`src/rtl/msrv_imm_gen_queue.sv`:
```
// RISC-V immediate generator feeding a small result FIFO.
// Each pushed request stores its decoded immediate and tag; the head is shown on the outputs while valid.
module msrv_imm_gen_queue #(
  parameter int XLEN  = 32,
  parameter int DEPTH = 4,
  parameter int TAG_W = 4
) (
  input  logic                       clk_in,
  input  logic                       rst_n_in,
  input  logic                       flush_in,
  input  logic                       in_valid_in,
  output logic                       in_ready_out,
  input  logic [31:7]                instr_in,
  input  logic [2:0]                 imm_type_in,
  input  logic [TAG_W-1:0]           tag_in,
  output logic                       out_valid_out,
  input  logic                       out_ready_in,
  output logic [XLEN-1:0]            imm_out,
  output logic [TAG_W-1:0]           tag_out,
  output logic [$clog2(DEPTH+1)-1:0] count_out
);

  localparam int AW = $clog2(DEPTH);
  localparam int CW = $clog2(DEPTH+1);
  localparam logic [CW-1:0] DEPTH_C = CW'(DEPTH);

  // Immediates are built at 64 bits with instr[31] replicated, then truncated to XLEN.
  function automatic logic [XLEN-1:0] decode_imm(input logic [31:7] ins, input logic [2:0] t);
    logic [63:0] w;
    logic [31:0] s;
    s = {32{ins[31]}};
    case (t)
      3'b000, 3'b001: w = {s, s[19:0], ins[31:20]};
      3'b010:         w = {s, s[19:0], ins[31:25], ins[11:7]};
      3'b011:         w = {s, s[18:0], ins[31], ins[7], ins[30:25], ins[11:8], 1'b0};
      3'b100:         w = {s, ins[31:12], 12'h000};
      3'b101:         w = {s, s[10:0], ins[31], ins[19:12], ins[20], ins[30:21], 1'b0};
      3'b110:         w = {59'd0, ins[19:15]};
      3'b111:         w = (XLEN == 64) ? {58'd0, ins[25:20]} : {59'd0, ins[24:20]};
      default:        w = 64'd0;
    endcase
    return w[XLEN-1:0];
  endfunction

  logic [XLEN-1:0]  imm_mem_q [DEPTH];
  logic [TAG_W-1:0] tag_mem_q [DEPTH];
  logic [AW-1:0]    wr_ptr_q, wr_ptr_d;
  logic [AW-1:0]    rd_ptr_q, rd_ptr_d;
  logic [CW-1:0]    count_q, count_d;
  logic             push_s, pop_s;
  logic [XLEN-1:0]  imm_s;

  assign in_ready_out  = (count_q < DEPTH_C);
  assign out_valid_out = (count_q != {CW{1'b0}});
  assign push_s        = in_valid_in && in_ready_out;
  assign pop_s         = out_valid_out && out_ready_in;
  assign imm_s         = decode_imm(instr_in, imm_type_in);
  assign count_out     = count_q;
  assign imm_out       = out_valid_out ? imm_mem_q[rd_ptr_q] : {XLEN{1'b0}};
  assign tag_out       = out_valid_out ? tag_mem_q[rd_ptr_q] : {TAG_W{1'b0}};

  // Next pointer and occupancy; flush overrides any same-cycle push or pop.
  always_comb begin
    wr_ptr_d = wr_ptr_q;
    rd_ptr_d = rd_ptr_q;
    count_d  = count_q;
    if (flush_in) begin
      wr_ptr_d = {AW{1'b0}};
      rd_ptr_d = {AW{1'b0}};
      count_d  = {CW{1'b0}};
    end else begin
      if (push_s) begin
        wr_ptr_d = wr_ptr_q + AW'(1);
      end else begin
        wr_ptr_d = wr_ptr_q;
      end
      if (pop_s) begin
        rd_ptr_d = rd_ptr_q + AW'(1);
      end else begin
        rd_ptr_d = rd_ptr_q;
      end
      case ({push_s, pop_s})
        2'b10:   count_d = count_q + CW'(1);
        2'b01:   count_d = count_q - CW'(1);
        default: count_d = count_q;
      endcase
    end
  end

  // Pointer and occupancy registers; count of zero hides any stale storage.
  always_ff @(posedge clk_in or negedge rst_n_in) begin
    if (!rst_n_in) begin
      wr_ptr_q <= {AW{1'b0}};
      rd_ptr_q <= {AW{1'b0}};
      count_q  <= {CW{1'b0}};
    end else begin
      wr_ptr_q <= wr_ptr_d;
      rd_ptr_q <= rd_ptr_d;
      count_q  <= count_d;
    end
  end

  // Entry storage, left unreset.
  always_ff @(posedge clk_in) begin
    if (push_s && !flush_in) begin
      imm_mem_q[wr_ptr_q] <= imm_s;
      tag_mem_q[wr_ptr_q] <= tag_in;
    end
  end

endmodule

```
`config.mk`:
```
export PLATFORM = sky130hd
export DESIGN_NAME = msrv_imm_gen_queue
export DESIGN_NICKNAME = d
export VERILOG_FILES = /design/src/rtl/msrv_imm_gen_queue.sv
export SDC_FILE = /design/constraint.sdc
export NUM_CORES = 1
export LEC_CHECK = 0
export BUFFER_PORTS_ARGS = -buffer_cell sky130_fd_sc_hd__buf_2
export CELL_PAD_IN_SITES_DETAIL_PLACEMENT = 0
export CELL_PAD_IN_SITES_GLOBAL_PLACEMENT = 2
export CORE_ASPECT_RATIO = 0.75
export CORE_MARGIN = 8
export CORE_UTILIZATION = 30
export DETAILED_ROUTE_END_ITERATION = 10
export HOLD_SLACK_MARGIN = 0.12
export PLACE_DENSITY = 0.62
export RECOVER_POWER = 25
export SETUP_SLACK_MARGIN = 0.3
export SLEW_MARGIN = 25
export SYNTH_ARGS = -nofsm -noshare
export SYNTH_HDL_FRONTEND = slang
export SYNTH_SLANG_ARGS = --single-unit
```
`constraint.sdc`:
```
create_clock -name clk_in -period 4.1 [get_ports clk_in]
set_input_delay 0 -clock clk_in [delete_from_list [all_inputs] [get_ports clk_in]]
set_output_delay 0 -clock clk_in [all_outputs]
set_load 0.005 [all_outputs]
```
; ---- Yosys cells after proc, flatten, opt, wreduce, memory -nomap -nowiden
; Memory sizes are Yosys's and may differ from the RTL's.
; Index checks and enable logic that the tools add are counted.
[word_totals]
register_bits = 7
ramBits = 144
input_bits = 37
output_inout_bits = 41
memories = 2
[classes]
add_sub_neg = 4
order_cmp = 1
n_eq_ne = 9
mux = 11
n_reduce_logical = 10
[memory_table]
columns = memory, words, word_bits, read_ports, rd_ports_with_merged_regs, write_ports, line_no
row1 = imm_mem_q, 4, 32, 1, 0, 1, 45  ; logic [XLEN-1:0] imm_mem_q [DEPTH];
row2 = tag_mem_q, 4, 4, 1, 0, 1, 46  ; logic [TAG_W-1:0] tag_mem_q [DEPTH];
[op_table]
columns = cell, count
row1 = $pmux W32 S7, 1
row2 = $mux W32, 1
row3 = $eq A3 B3 Y1 const B, 4
row4 = $mux W2, 4
row5 = $eq A3 B2 Y1 const B, 2
row6 = $pmux W3 S2, 1
row7 = $reduce_bool A3 Y1, 2
row8 = $add A2 B1 Y2 const B, 2
row9 = $mux W4, 1
row10 = $reduce_bool A2 Y1, 2
row11 = $add A3 B1 Y3 const B, 1
row12 = $eq A3 B1 Y1 const B, 1
row13 = $logic_and A1 B1 Y1, 3
row14 = $logic_not A3 Y1, 1
row15 = $lt A3 B3 Y1 const B, 1
row16 = $mux W3, 1
row17 = $sub A3 B1 Y3 const B, 1
row18 = $eq A2 B1 Y1 const B, 1
row19 = $eq A2 B2 Y1 const B, 1
row20 = $mux W1, 2
row21 = $reduce_or A2 Y1, 1
row22 = $logic_not A1 Y1, 1

; ---- Depth between registers and ports, before layout
; Gate-level depths: netlist (run 1).
[depth]
word_depth = 5
mapped_depth = 9
mapped_depth_nobuf = 8

; ---- Worst setup path after synthesis (run 1)
; OpenSTA, ideal clock, no wires.
[synth_timing]
path_type = reg2reg
start = register count_q[2] (netlist: count_out[2])
end = memory imm_mem_q[0][0], enable pin
setup_time_ns = 0.397
t_arrival_ns = 1.807
setup_slack_ns = 1.897
stages_incl_launch_ff = 5
n_path_buf = 1
path_cell_list = dfrtp_1 > nor2b_1 > buf_2 > nor2b_1 > and2_1
[synth_via]
elab_chain_cells = 5
[synth_rtl]
columns = item, line_no
row1 = from (decl), 49  ; logic [CW-1:0] count_q, count_d;
row2 = from (signal assigned), 95  ; count_q <= {CW{1'b0}};
row3 = from (signal assigned), 99  ; count_q <= count_d;
row4 = $lt A3 B3 Y1, 53  ; assign in_ready_out = (count_q < DEPTH_C);
row5 = $logic_and A1 B1 Y1, 55  ; assign push_s = in_valid_in && in_ready_out;
row6 = $logic_and A1 B1 Y1, 105  ; if (push_s && !flush_in) begin
row7 = $mux W1, 105
row8 = $mux W1 (implied by the code), 106  ; imm_mem_q[wr_ptr_q] <= imm_s;
row9 = to (decl), 45
; No other way between the ends.

; ---- Worst setup path after layout (run 1)
[layout_timing]
start = register rd_ptr_q[0]
end = output imm_out[5]
[layout_via]
elab_chain_cells = 2
[layout_rtl]
columns = item, line_no
row1 = from (decl), 48  ; logic [AW-1:0] rd_ptr_q, rd_ptr_d;
row2 = from (signal assigned), 94  ; rd_ptr_q <= {AW{1'b0}};
row3 = from (signal assigned), 98  ; rd_ptr_q <= rd_ptr_d;
row4 = $mem_v2 Z4 W32, n/a
row5 = $mux W32, 59  ; assign imm_out = out_valid_out ? imm_mem_q[rd_ptr_q] : {XLEN{1'b0}};
row6 = to (decl), 18  ; output logic [XLEN-1:0] imm_out,
; No other way between the ends.

==> summary.md, run 1 <==
| Metric | Value |
|---|---|
| Worst path cell trace | buf_4, mux4_2, and2_1, buf_2 |
| Detailed Route WL | 13,700 µm |
| Initial antenna violation count | 0 |
| VDD IR max | 258 µV |
| Layout area overhead | 24.3% |
| Number of I/O pins | 78 |
| Reg2reg path depth | 3 |
| DRC violations left | 0 |
| CTS H-Tree Depth | 4 |
| Final hold violation count | 0 |
| Post-Syn Nets | 393 |
| ANT nets after route | 0 |
| Crit-path leading delay family | flip-flops |
| # setup viols final | 0 |
| Vias per cell | 4.51 |
| Required @ worst endpoint | 4.10 ns |
| Final Cycle Share | 59.0% |
| HP Start | instr_in[31] |
| Syn_area_per_cell | 18.1 µm² |
| Arrival time at the worst endpoint | 2.42 ns |
| PwrDens | 489 nW/µm² |
| Ratio of cells with drive above 1 in the final layout | 31.3% |
| CTS max path bufs | 2 |
| Fillers | 2,009 |
| Synth top area share | 68.1% |
| Commonest non-fill, non-tap cell in the layout | edfxtp_1 |
| Maxcap violations | 0 |
| Crit path launch | rd_ptr_q[0] |
| RSZ-0062 raised after global routing | no |
| Worst-path clk slew | 0.06 ns |
| R2R setup slack | 1.86 ns |
| Synth cell types | 33 |
| Max Fanout on Critical Path | 16 |
| Final setup TNS | 0 ns |
| Initial Util | 30.3% |
| FF+latch count, synth | 151 |
| Die Footprint | 26,100 µm² |
| Post-Syn Instances | 351 |
| Min cycle time layout | 2.42 ns |
| Relative slew slack | 32.3% |
| Seq/Total Area, Yosys | 70.9% |
| Worst-Skew Late Latency | 0.41 ns |
| Number of synthesis warnings | 0 |
| Clk root buf | clkbuf_16 |
| Outcome | finished clean |
| Nets | 499 |
| CTS tree | yes |
| Nature of the critical path startpoint | flop |
| # clock sinks | 151 |
| Leading area contributor after synthesis | edfxtp_1 |
| Leading cell types in the layout, fill and taps excluded | 144 x edfxtp_1, 72 x buf_2, 38 x and2_1 |
| Critical path type | flop to output port |
| CP Depth | 4 |
| Cell Rows | 46 |
| Maximum operating frequency | 0.413 GHz |
| Grt ovf | 0 |
| First-pass GRT wire length | 21,200 µm |
| Hold Path Class | input port to flop |
| Slew of the pin with the lowest slew margin | 1.01 ns |
| TritonCTS Buffers | 17 |
| Gr usage total | 10.9% |
| Violation count after the first detailed-route iteration | 152 |
| Height of the chip | 142 µm |
| Synth top area cells | edfxtp_1 68%, mux4_2 13%, and2_1 4.7% |
| Cells on Worst Hold Path | 2 |
| Pre-Repair DR Iteration Count | 4 |
| Resize count post-CTS | 0 |
| Setup crit end | imm_out[5] |
| Pin count of the biggest net entering global routing | 39 |
| Worst setup EP type | output port |
| Avg WL per Cell | 18.0 µm |
| Largest stage delay on the critical path | 0.67 ns |
| Setup Skew | 0.00704 ns |
| Vias in the first global route | 3,646 |
| Placer Congestion | 0.713 |
| PortBufs | 77 |
| Final instance area | 7890 µm² |
| DP Wirelength | 8820 µm |
| Core ar. | 21,000 µm² |
| Via count | 3,422 |
| Slowest CP cell | dfrtp_2 |
| Antenna fix cells | 0 |
| Chip Width | 184 µm |
| Final max-slew violation count | 0 |
| Worst path buffer plus inverter count | 2 |
| Synthesized area | 6350 µm² |
| Worst r2r src | count_out[2] |
| FF-to-FF End | imm_mem_q[2][0] |
| Area after DPL | 6990 µm² |
| Leak | 2.84 nW |
how the worst min path moves through the flow:
stage | slack, ns | to
2_1_floorplan | -0.30 | count_out[0]
5_1_grt | 0.14 | imm_mem_q[1][31]
3_3_place_gp | -0.15 | count_out[0]
6_report | 0.14 | imm_mem_q[1][31]
4_1_cts | 0.13 | imm_mem_q[1][31]
3_5_place_dp | -0.15 | count_out[0]
cell families (layout without fill, tap and decap cells):
logic type | Yosys count | in the layout | synth area share, %
flip-flops | 151 | 151 | 70.9
buffers and inverters | 29 | 148 | 2.48
AND/OR/NAND/NOR | 81 | 81 | 7.30
AO/OA/AOI/OAI | 44 | 44 | 4.73
XOR/XNOR | 4 | 4 | 0.552
multiplexers | 37 | 37 | 12.9
adder cells (fa/ha/maj) | 5 | 5 | 1.10
layer usage:
| metal | share of wire, % | wire, µm | up-vias | GRT usage, % |
|---|---|---|---|---|
| met2 | 48 | 6590 | 85 | 17.4 |
| met4 | 1.1 | 145 | 0 | 3.56 |
| met5 | 0 | 0 | - | 0 |
| met3 | 4.5 | 612 | 13 | 3.16 |
| met1 | 46 | 6320 | 1749 | 14.2 |
| li1 | - | - | 1575 | - |
Yosys cell counts:
library cell  number
fa_1               1
nand2b_1           3
a221oi_1           1
dfrtp_1            7
a21boi_0           1
ha_1               4
nand3b_1           1
mux2i_1            1
mux4_2            36
o22ai_1            1
or3_1              1
nor2_1            10
buf_8              1
edfxtp_1         144
nor2b_1            6
a22o_1             5
o21ai_0            8
and2_1            48
a311oi_1           1
buf_2             11
xor2_1             2
clkbuf_1           7
o21ai_1            1
buf_6              1
buf_12             1
nand2_1            6
a21oi_1            6
inv_1              8
and3_1             1
nand3_1            4
xnor2_1            2
a21o_1            20
nor4_1             1
cell type report:
class / instances / area [µm²] / area share (%)
clock buffers: 19 / 433 / 5.49
clock inverters: 13 / 180 / 2.28
inverters: 8 / 30.0 / 0.381
multi-input cells: 171 / 1700 / 21.5
flip-flops and latches: 151 / 4500 / 57.1
well taps: 288 / 360 / 4.57
repair buffers: 108 / 682 / 8.65
where the power goes:
group	total (mW)	internal, mW	leakage (nW)	switching (mW)
Sequential	1.80	1.76	1.41	0.0389
Combinational	0.468	0.236	1.15	0.232
Clock	1.59	1.01	0.281	0.578
state kept, by name (all words and copies together) (netlist names):
register and count:
rd_ptr_q 2, count_out 3, tag_mem_q 16, wr_ptr_q 2, imm_mem_q 128
per-stage QoR:
stage	power [mW]	instances	hold slack (ns)	worst slack (ns)	utilization, %
after detailed placement	2.30	698	-0.148	1.59	33.4
after global routing	4.02	758	0.139	1.48	37.6
final	3.86	758	0.143	1.68	37.6
after floorplan	2.12	351	-0.296	1.90	-
after global placement	2.29	698	-0.151	1.66	33.4
after CTS	3.92	758	0.129	1.57	37.6
worst reg2reg max path, stage by stage, from the launching register on:
cell     delay [ns]
dfrtp_1        0.44
nor2b_1        0.47
nor2b_1        0.34
and2_4         0.58
what timing repair did:
item / in CTS / in global routing
hold endpoints to repair: 150 / 0
hold buffers: 28 / 0
buffers inserted: 0 / 0
(Power assumes the default switching activity.)
==> run 2, diff against run 1 <==
ABC_AREA = 1   (was unset)
PLACE_DENSITY = 0.68   (was 0.62)
clock period = 2.5 ns   (was 4.1 ns; I/O delays follow)
==> run 2 against run 1 <==
Worst setup slack lost 1.3 ns. First-iteration DRC count grew 99%. Cell count grew 32%. Synthesized cell count grew 67%. Global-route usage grew 2.3 points. Die area grew 2.6%. Critical path type unchanged. Critical endpoint is now imm_out[1].
==> summary.md, run 2 <==
| Metric | Value |
|---|---|
| Async SR Flop Fraction | 4.64% (unchanged) |
| Slew of the pin with the lowest slew margin | 0.739 ns (-0.276 ns) |
| Required @ worst endpoint | 2.50 ns (-1.60 ns) |
| Relative slew slack | 50.6% (+18 points) |
| Synth cell types | 27 (-18%) |
| Final max-slew violation count | 0 (unchanged) |
| Leading cell types in the layout, fill and taps excluded | 144 x edfxtp_1, 138 x nor2_1, 70 x buf_2 |
| Nature of the critical path startpoint | flop |
| Min cycle time layout | 2.08 ns |
| Placed Cells | 935 (+34%) |
| Seq/Total Area, Yosys | 68.9% (-2.0 points) |
| Final hold violation count | 0 (unchanged) |
| # clock sinks | 151 (unchanged) |
| Post-route setup slack | 0.424 ns (-1.26 ns) |
| Placer Congestion | 0.745 (+4.5%) |
| Number of synthesis warnings | 0 (unchanged) |
| Worst-path clk slew | 0.06 ns (about the same) |
| Cell Rows | 46 (unchanged) |
| Hold Path Class | input port to flop |
| Commonest non-fill, non-tap cell in the layout | edfxtp_1 |
| Simple-Gate Fraction of Synth Area | 16.8% (+9.5 points) |
| Violation count after the first detailed-route iteration | 303 (+99%) |
| Via count | 4,619 (+35%) |
| Max FFs per register | 128 (unchanged) |
| Post-Syn Instances | 586 (+67%) |
| Pre-CTS setup slack | 0.703 ns (-0.889 ns) |
| Synthesized area | 6530 µm² (+2.9%) |
| FF-to-FF End | rd_ptr_q[1] |
| Post-Synth XOR/XNOR Area | 0% (-0.55 points) |
| Post-synthesis mux area share | 0% (-13 points) |
| Register bank with the most flops | imm_mem_q |
| Most used DFF post-synth | edfxtp_1 |
| Worst r2r src | rd_ptr_q[0] |
| DP Wirelength | 11,300 µm (+28%) |
| Core ar. | 21,200 µm² (+1.4%) |
| Height of the chip | 144 µm (+1.3%) |
| Clk root buf | clkbuf_16 |
| Setup crit end | imm_out[1] |
| CTS max path bufs | 2 (unchanged) |
| CTS H-Tree Depth | 4 (unchanged) |
| Leading area contributor after synthesis | edfxtp_1 |
| Commonest cells in the netlist | 144 x edfxtp_1, 140 x nor2_1, 63 x nand2_1, 47 x o21ai_1, 38 x a21oi_1 |
| Layout area overhead | 25.2% |
| PortBufs | 77 (unchanged) |
| Hold WS | 0.147 ns (+0.00414 ns) |
| VDD IR max | 428 µV (+66%) |
| CTS tree | yes |
| Max Fanout on Critical Path | 72 (+56) |
| DRC violations left | 0 (unchanged) |
| Post-synth EDFFs | 144 (unchanged) |
| Vias per cell | 4.62 (+2.3%) |
| Worst setup EP type | output port |
| Crit path launch | rd_ptr_q[0] |
| Gr usage total | 13.2% (+2.3 points) |
| Synth Area in Compound Gates | 8.85% (+4.1 points) |
| Maximum operating frequency | 0.482 GHz |
| Post-Syn Nets | 628 (+60%) |
| Worst-Skew Late Latency | 0.42 ns (about the same) |
| First-pass GRT wire length | 26,800 µm (+27%) |
| Grt ovf | 0 (unchanged) |
| Setup Skew | 0.0122 ns (+0.00515 ns) |
| Vias in the first global route | 4,554 (+25%) |
| Syn_area_per_cell | 11.1 µm² (-38%) |
| Final Cycle Share | 83.0% |
| Critical path type | flop to output port |
| Synth top area share | 66.2% (-1.9 points) |
| Adder-cell share of the synthesized area | 1.07% (-0.031 points) |
| Outcome | finished clean |
| PwrDens | 931 nW/µm² (+90%) |
| Pin count of the biggest net entering global routing | 73 (+87%) |
| Number of I/O pins | 78 (unchanged) |
| Die Footprint | 26,800 µm² (+2.6%) |
| Post-Layout Cell Count | 1,000 (+32%) |
| Maxcap violations | 0 (unchanged) |
| Top-count cell post-synth | edfxtp_1 |
| Final setup TNS | 0 ns (unchanged) |
| Pre-Repair DR Iteration Count | 5 (+1) |
| Detailed Route WL | 17,700 µm (+30%) |
| RSZ-0062 raised after global routing | yes |
| Synth top area cells | edfxtp_1 66%, nor2_1 8.0%, nand2_1 3.6% |
| # setup viols final | 0 (unchanged) |
| ANT nets after route | 0 (unchanged) |
| Chip Width | 186 µm (+1.3%) |
| Initial antenna violation count | 0 (unchanged) |
| FF+latch count, synth | 151 (unchanged) |
| Arrival time at the worst endpoint | 2.08 ns (-0.34 ns) |
| R2R setup slack | 0.60 ns (-1.26 ns) |
| Nets | 742 (+49%) |
| Leak | 3.08 nW (+8.4%) |
| Initial Util | 30.7% (+0.45 points) |
| Avg WL per Cell | 17.7 µm (-1.8%) |
| TritonCTS Buffers | 17 (unchanged) |
| Ratio of cells with drive above 1 in the final layout | 20.3% (-11 points) |
| Largest family of logic cells by synthesized area | simple AND/OR/NAND/NOR gates |
| Reg2reg path depth | 5 (+2) |
## run 2: cell count changes in the layout (fill, tap and decap cells not counted), sizes merged, moves of 32 or more
cell | before | now
a21oi | 6 | 38
and2 | 48 | 0
mux4 | 36 | 0
nand2 | 6 | 66
nor2 | 10 | 164
o21ai | 9 | 76
## run 2: power breakdown
group	switching, mW	internal (mW)	leakage (nW)
registers	0.0674	2.98	1.41
logic	1.37	0.717	1.39
clock network	0.938	1.54	0.276
## run 2: cell type report
cell class	instances	area, µm²
fillers	2060	13100
flip-flops and latches	151	4500
multi-input cells	379	1760
repair buffers	125	880
clock buffers	19	433
well taps	288	360
clock inverters	11	134
inverters	26	105
diodes	1	2.50
## run 2: how the worst min path moves through the flow
stage                            start              end  slack (ns)  cells past startpoint
after floorplan               rst_n_in     count_out[0]       -0.30                      0
after global placement        rst_n_in     count_out[2]       -0.15                      1
after detailed placement      rst_n_in      wr_ptr_q[1]       -0.15                      1
after CTS                 instr_in[11]  imm_mem_q[2][4]        0.12                      3
after global routing      instr_in[11]  imm_mem_q[3][4]        0.16                      3
final                     instr_in[11]  imm_mem_q[3][4]        0.15                      3
## run 2: per-stage QoR
| stage | util (%) | power [mW] | cell area, µm² |
|---|---|---|---|
| floorplan | - | 4.28 | 6530 |
| global placement | 34.3 | 5.17 | 7270 |
| detailed placement | 34.3 | 5.19 | 7270 |
| CTS | 38.5 | 7.73 | 8190 |
| global route | 38.5 | 8.03 | 8170 |
| finish | 38.5 | 7.61 | 8180 |
## run 2: what timing repair did
action	4_1_cts	5_1_grt
pin swaps	0	0
buffers inserted	0	0
setup endpoints to repair	7	11
hold endpoints to repair	146	0
hold buffers	34	0
gates resized for setup	1	4
gates cloned	0	0
## run 2: worst max-delay path, cell delays in order, from the launching register on
cell and delay (ns):
dfrtp_2 0.40, buf_6 0.48, nor2_1 0.10, nor2_1 0.11, o21ai_1 0.08, a21oi_1 0.27
buf_2 0.19
## run 2: kinds of logic (layout without fill, tap and decap cells)
group | count (synthesis) | in the layout
buffers and inverters | 56 | 181
and+or+nand+nor | 259 | 259
AOI/OAI and AO/OA | 115 | 115
other | 0 | 1
adders and majority gates | 5 | 5
DFF | 151 | 151
## run 2: routing by layer
| layer | share of wire (%) | up-vias | global-route usage (%) |
|---|---|---|---|
| met1 | 51 | 2243 | 18.1 |
| met4 | 1.1 | 0 | 3.87 |
| met2 | 45 | 115 | 20.6 |
| met3 | 3.7 | 17 | 3.05 |
| li1 | - | 2244 | - |
| met5 | 0 | - | 0 |
